File: src/rtl/dev_btn_panel.sv
// Push-button front end: sync, counter debounce, press/release pulses and a one-entry event register.
// Optional auto-repeat is built only when BTN_AUTOREPEAT_EN is defined.
module dev_btn_panel #(
  parameter int NUM_BTN          = 2,
  parameter int DEB_CYCLES       = 12000,
  parameter int ACTIVE_HIGH      = 1,
  parameter int REPEAT_DELAY_CYC = 6000000,
  parameter int REPEAT_RATE_CYC  = 1200000
) (
  input  logic               clk,
  input  logic               rst_n,
  input  logic [NUM_BTN-1:0] btn_raw,
  output logic [NUM_BTN-1:0] btn_level,
  output logic [NUM_BTN-1:0] btn_press,
  output logic [NUM_BTN-1:0] btn_release,
  output logic [NUM_BTN-1:0] btn_repeat,
  output logic               evt_valid,
  output logic [3:0]         evt_id,
  output logic               evt_is_rep,
  input  logic               evt_ack,
  output logic               evt_overflow
);

  localparam int                 CNT_W    = (DEB_CYCLES < 1) ? 1 : $clog2(DEB_CYCLES + 1);
  localparam logic [CNT_W-1:0]   CNT_LAST = CNT_W'(DEB_CYCLES - 1);
  localparam logic [NUM_BTN-1:0] POL_MASK = (ACTIVE_HIGH != 0) ? {NUM_BTN{1'b0}} : {NUM_BTN{1'b1}};

  generate
    if (DEB_CYCLES < 1 || NUM_BTN < 1 || NUM_BTN > 16 ||
        REPEAT_DELAY_CYC < 1 || REPEAT_RATE_CYC < 1) begin : g_bad_cfg
      $error("dev_btn_panel: illegal parameter set");
    end
  endgenerate

  logic [NUM_BTN-1:0] sync1_r;
  logic [NUM_BTN-1:0] sync2_r;
  logic [NUM_BTN-1:0] level_r;
  logic [NUM_BTN-1:0] press_r;
  logic [NUM_BTN-1:0] release_r;
  logic [CNT_W-1:0]   cnt_r [NUM_BTN];
  logic [NUM_BTN-1:0] accept_s;
  logic [NUM_BTN-1:0] repeat_s;

  logic               valid_r;
  logic [3:0]         id_r;
  logic               is_rep_r;
  logic               overflow_r;
  logic [NUM_BTN-1:0] evt_src_s;
  logic               cand_s;
  logic               multi_s;
  logic               press_hit_s;
  logic [3:0]         cand_id_s;
  logic               cand_rep_s;

  // Channel accepts a level change on the last cycle of a full stable run
  always_comb begin
    accept_s = {NUM_BTN{1'b0}};
    for (int i = 0; i < NUM_BTN; i++) begin
      accept_s[i] = (sync2_r[i] != level_r[i]) && (cnt_r[i] == CNT_LAST);
    end
  end

  // Synchronizer, debounce counters, level and edge pulses
  always_ff @(posedge clk or negedge rst_n) begin
    if (!rst_n) begin
      sync1_r   <= {NUM_BTN{1'b0}};
      sync2_r   <= {NUM_BTN{1'b0}};
      level_r   <= {NUM_BTN{1'b0}};
      press_r   <= {NUM_BTN{1'b0}};
      release_r <= {NUM_BTN{1'b0}};
      for (int i = 0; i < NUM_BTN; i++) begin
        cnt_r[i] <= {CNT_W{1'b0}};
      end
    end else begin
      sync1_r <= btn_raw ^ POL_MASK;
      sync2_r <= sync1_r;
      for (int i = 0; i < NUM_BTN; i++) begin
        if (sync2_r[i] == level_r[i]) begin
          cnt_r[i]     <= {CNT_W{1'b0}};
          press_r[i]   <= 1'b0;
          release_r[i] <= 1'b0;
        end else if (accept_s[i]) begin
          level_r[i]   <= sync2_r[i];
          cnt_r[i]     <= {CNT_W{1'b0}};
          press_r[i]   <= sync2_r[i];
          release_r[i] <= ~sync2_r[i];
        end else begin
          cnt_r[i]     <= cnt_r[i] + CNT_W'(1);
          press_r[i]   <= 1'b0;
          release_r[i] <= 1'b0;
        end
      end
    end
  end

`ifdef BTN_AUTOREPEAT_EN
  localparam int REP_MAX = (REPEAT_DELAY_CYC > REPEAT_RATE_CYC) ? REPEAT_DELAY_CYC : REPEAT_RATE_CYC;
  localparam int REP_W   = $clog2(REP_MAX + 1);

  logic [REP_W-1:0]   rep_cnt_r [NUM_BTN];
  logic [NUM_BTN-1:0] repeat_r;

  // Repeat timer: armed by the press pulse, silent while released or releasing
  always_ff @(posedge clk or negedge rst_n) begin
    if (!rst_n) begin
      repeat_r <= {NUM_BTN{1'b0}};
      for (int i = 0; i < NUM_BTN; i++) begin
        rep_cnt_r[i] <= {REP_W{1'b0}};
      end
    end else begin
      for (int i = 0; i < NUM_BTN; i++) begin
        if (accept_s[i] && sync2_r[i]) begin
          rep_cnt_r[i] <= REP_W'(REPEAT_DELAY_CYC - 1);
          repeat_r[i]  <= 1'b0;
        end else if (!level_r[i] || accept_s[i]) begin
          rep_cnt_r[i] <= {REP_W{1'b0}};
          repeat_r[i]  <= 1'b0;
        end else if (rep_cnt_r[i] == {REP_W{1'b0}}) begin
          rep_cnt_r[i] <= REP_W'(REPEAT_RATE_CYC - 1);
          repeat_r[i]  <= 1'b1;
        end else begin
          rep_cnt_r[i] <= rep_cnt_r[i] - REP_W'(1);
          repeat_r[i]  <= 1'b0;
        end
      end
    end
  end

  assign repeat_s = repeat_r;
`else
  assign repeat_s = {NUM_BTN{1'b0}};
`endif

  // Event candidate: any press outranks any repeat, then lowest index wins
  always_comb begin
    evt_src_s   = press_r | repeat_s;
    cand_s      = |evt_src_s;
    multi_s     = (evt_src_s & (evt_src_s - NUM_BTN'(1))) != {NUM_BTN{1'b0}};
    press_hit_s = |press_r;
    cand_id_s   = 4'd0;
    for (int i = NUM_BTN - 1; i >= 0; i--) begin
      if (press_hit_s ? press_r[i] : repeat_s[i]) begin
        cand_id_s = 4'(i);
      end else begin
        cand_id_s = cand_id_s;
      end
    end
    cand_rep_s = cand_s & ~press_hit_s;
  end

  // One-entry event register; a pop and a new event in the same cycle keep it full
  always_ff @(posedge clk or negedge rst_n) begin
    if (!rst_n) begin
      valid_r    <= 1'b0;
      id_r       <= 4'd0;
      is_rep_r   <= 1'b0;
      overflow_r <= 1'b0;
    end else begin
      if (cand_s && (!valid_r || evt_ack)) begin
        valid_r  <= 1'b1;
        id_r     <= cand_id_s;
        is_rep_r <= cand_rep_s;
      end else if (valid_r && evt_ack) begin
        valid_r  <= 1'b0;
      end else begin
        valid_r  <= valid_r;
      end
      if (multi_s || (cand_s && valid_r && !evt_ack)) begin
        overflow_r <= 1'b1;
      end else if (valid_r && evt_ack) begin
        overflow_r <= 1'b0;
      end else begin
        overflow_r <= overflow_r;
      end
    end
  end

  assign btn_level    = level_r;
  assign btn_press    = press_r;
  assign btn_release  = release_r;
  assign btn_repeat   = repeat_s;
  assign evt_valid    = valid_r;
  assign evt_id       = id_r;
  assign evt_is_rep   = is_rep_r;
  assign evt_overflow = overflow_r;

endmodule

File: config.mk
export PLATFORM = sky130hd
export DESIGN_NAME = dev_btn_panel
export DESIGN_NICKNAME = d
export VERILOG_FILES = /design/src/rtl/dev_btn_panel.sv
export SDC_FILE = /design/constraint.sdc
export NUM_CORES = 1
export LEC_CHECK = 0
export BUFFER_PORTS_ARGS = -buffer_cell sky130_fd_sc_hd__buf_2
export CAP_MARGIN = 25
export CORE_MARGIN = 4
export CORE_UTILIZATION = 27
export CTS_CLUSTER_DIAMETER = 100
export DETAILED_ROUTE_END_ITERATION = 10
export RECOVER_POWER = 100
export SYNTH_ARGS = -nofsm -noshare
export SYNTH_HDL_FRONTEND = slang
export SYNTH_SLANG_ARGS = --single-unit
File: constraint.sdc
create_clock -name clk -period 1.75 [get_ports clk]
set_input_delay 0.35 -clock clk [delete_from_list [all_inputs] [get_ports clk]]
set_output_delay 0.35 -clock clk [all_outputs]
set_load 0.02 [all_outputs]
==> flow_metrics.py <==
metrics = {
    "finish": {
        "fill_cells": 718,
        "layout_common_cells": "dfrtp_1 (41), nor2_1 (29), xnor2_1 (15), clkbuf_1 (12), xor2_1 (11)",
        "fin_area_um2": 2170,
        "layout-drive-gt1-share_pct": 11.6,
        "multiInputGateArea_um2": 813,
        "seq_area_um2": 1030,
        "fin_nets": 208,
        "area_delta_synth_final_pct": 15.1,
        "diodes": 0,
        "layout_commonest_cell": "dfrtp_1",
    },
    "synth": {
        "yosys_warnings": 0,
        "synth_seq_cells": 41,
        "netlist_instances": 173,
        "yosysSeqAreaShare_pct": 54.5,
        "ys_types": 30,
        "syn_area_um2": 1880,
        "synth.avg_cell_area_um2": 10.9,
    },
    "floorplanning": {
        "initial_utilization_pct": 27.7,
        "io_pins": 20,
        "fp-row-count": 30,
        "dieArea_um2": 8370,
        "die_w_um": 91.5,
        "die_y_um": 91.5,
        "core-area_um2": 6790,
    },
    "route": {
        "drc": 0,
        "vias_per_cell": 4.23,
        "wl_mm": 3.14,
        "antenna_left": 0,
        "dr.pass1.iters": 4,
        "via_count": 1248,
        "drt_iter0_markers": 32,
        "routedWlPerCell_um": 10.7,
    },
    "worst_setup_path": {
        "cp-start-kind": "register",
        "crit_type": "reg -> reg",
        "critPathMaxFanout": 5,
        "startpoint": "cnt_r[15]$_DFF_PN0_",
        "critPathCaptureType": "register",
        "cp.required_ps": 1920,
        "timing.rr.start": "cnt_r[15]$_DFF_PN0_",
        "cp.arrival_ps": 1810,
    },
    "power_and_ir_drop": {
        "peakVddDrop_v": 0.000425,
        "p_per_area_nw_per_um2": 774,
        "p_leak_uw": 0.000945,
    },
    "sta": {
        "period_share_pct": 93.9,
        "rsz0062_at_grt": "no",
        "max_freq_ghz": 0.608,
        "drv_slew": 0,
        "slew_headroom_pct": 12.1,
        "skew_ps": 5.83,
        "finalSetupViolations": 0,
        "hold_violations": 0,
        "tightest_slew_ps": 1320,
        "setup-tns-final_ps": 0,
        "fin_crit_ps": 1640,
    },
    "place": {
        "gp_congestion": 0.773,
        "dp_hpwl_mm": 2.32,
        "port_buffers": 13,
        "place_area_um2": 2090,
    },
    "clock_network": {
        "postCtsSetupBuffers": 0,
        "insertion_delay_ps": 280,
        "cts_tree": "done",
        "cts_buffer_depth": 2,
        "cts-root-buf": "clkbuf_8",
        "cts.sinks": 41,
        "htree_levels": 2,
        "hold_buffers": 0,
        "cts_made_buffers": 5,
        "clk_pin_slew_worst_paths_ps": 70,
    },
    "global_route": {
        "gr-total-overflow": 0,
        "grt_pass1_vias": 1243,
        "antenna_found_initial": 0,
        "grt_pass1_wl_mm": 5.65,
        "track_usage_pct": 8.18,
        "grt_max_degree": 27,
    },
    "worst_hold_path": {
        "holdCritPathClass": "in -> reg",
        "min_from": "btn_raw[0]",
    },
    "run_status": {
        "status": "complete, no violations",
    },
    "job": {
        "cap_violations": 0,
    },
}
metrics by stage:
stage	setup slack (ps)	utilization (%)	std cells	hold slack, ps	power [uW]
after global routing	17.6	31.9	295	157	1760
after floorplan	78.0	-	178	54.4	1050
after global placement	158	30.8	288	333	1090
after detailed placement	98.5	30.8	288	338	1090
after CTS	96.5	32.1	295	67.9	1710
final	106	31.9	295	171	1680
critical path, cell delays in order (launching register included):
cell,delay [ps]
dfrtp_1,350
ha_1,210
nand4bb_1,110
or4_4,540
mux2_4,310
Yosys cell counts, drive strengths merged:
master    n  share of area (%)
nor4      3                1.0
and4b     1               0.53
a21oi     4                1.1
nand3    10                2.7
xor2     11                5.1
and4      1               0.47
a21o      1               0.40
ha        4                2.7
conb      1               0.20
clkbuf    1               0.20
buf       7                3.0
nand4bb   1               0.60
inv       2               0.40
nor2     29                5.8
nand2     8                1.7
nor3      5                1.3
and2      1               0.33
nand2b    2               0.66
xnor2    15                7.0
nand4    11                4.5
or2       1               0.33
or4       1               0.60
mux2      2                1.4
and3      5                1.7
dfrtp    41                 54
nor3b     5                2.0
logic make-up after synthesis:
family,after synthesis,share of synthesized area (%)
adders and majority gates,4,2.66
and+or+nand+nor,84,24.1
buffers and inverters,10,3.59
AOI/OAI and AO/OA,5,1.46
muxes,2,1.40
xor gates and xnor gates,26,12.1
DFF,41,54.5
other,1,0.199
worst paths after layout:
| path | to | slack [ps] | depth (start not counted) |
|---|---|---|---|
| worst max register to register | btn_level[0]$_DFFE_PN0P_ | 110 | 4 |
| max in group asynchronous | cnt_r[17]$_DFF_PN0_ | 490 | 2 |
| worst max-delay path | btn_level[0]$_DFFE_PN0P_ | 110 | 4 |
| worst min-delay path | sync1_r[0]$_DFF_PN0_ | 170 | 1 |
| min in group asynchronous | cnt_r[3]$_DFF_PN0_ | 340 | 1 |
| worst min register to register | sync2_r[1]$_DFF_PN0_ | 350 | 0 |
timing repair:
item                                    in CTS  in global routing
resized for setup                            0                  1
endpoints found under the hold margin        0                  0
endpoints found under the setup margin       0                 12
area by class of cell:
cell class                 count  area share (%)
multi-input combinational    127            37.5
tap                           96            5.54
timing repair buffer          22            5.25
sequential                    41            47.3
inverter                       2           0.346
clock buffer                   7            3.98
flip-flops by register name, summed over array words and instances (netlist names):
register	cells
evt_overflow	1
evt_id	1
btn_level	2
btn_press	2
sync1_r	2
btn_release	2
evt_valid	1
cnt_r	28
sync2_r	2
per-layer routing:
| layer | track usage [%] | vias to the layer above | part of all wire [%] |
|---|---|---|---|
| met5 | 0 | - | 0 |
| li1 | - | 630 | - |
| met3 | 2.32 | 3 | 3.4 |
| met4 | 1.88 | 0 | 0.73 |
| met1 | 10.9 | 599 | 48 |
| met2 | 13.1 | 16 | 48 |
where the power goes:
part | total (uW) | internal, uW | switching (uW)
registers | 978 | 963 | 14.8
logic | 91.7 | 29.5 | 62.2
clock network | 608 | 313 | 295
total | 1680 | 1310 | 372
Note: power is estimated with default switching activity, not from simulation.
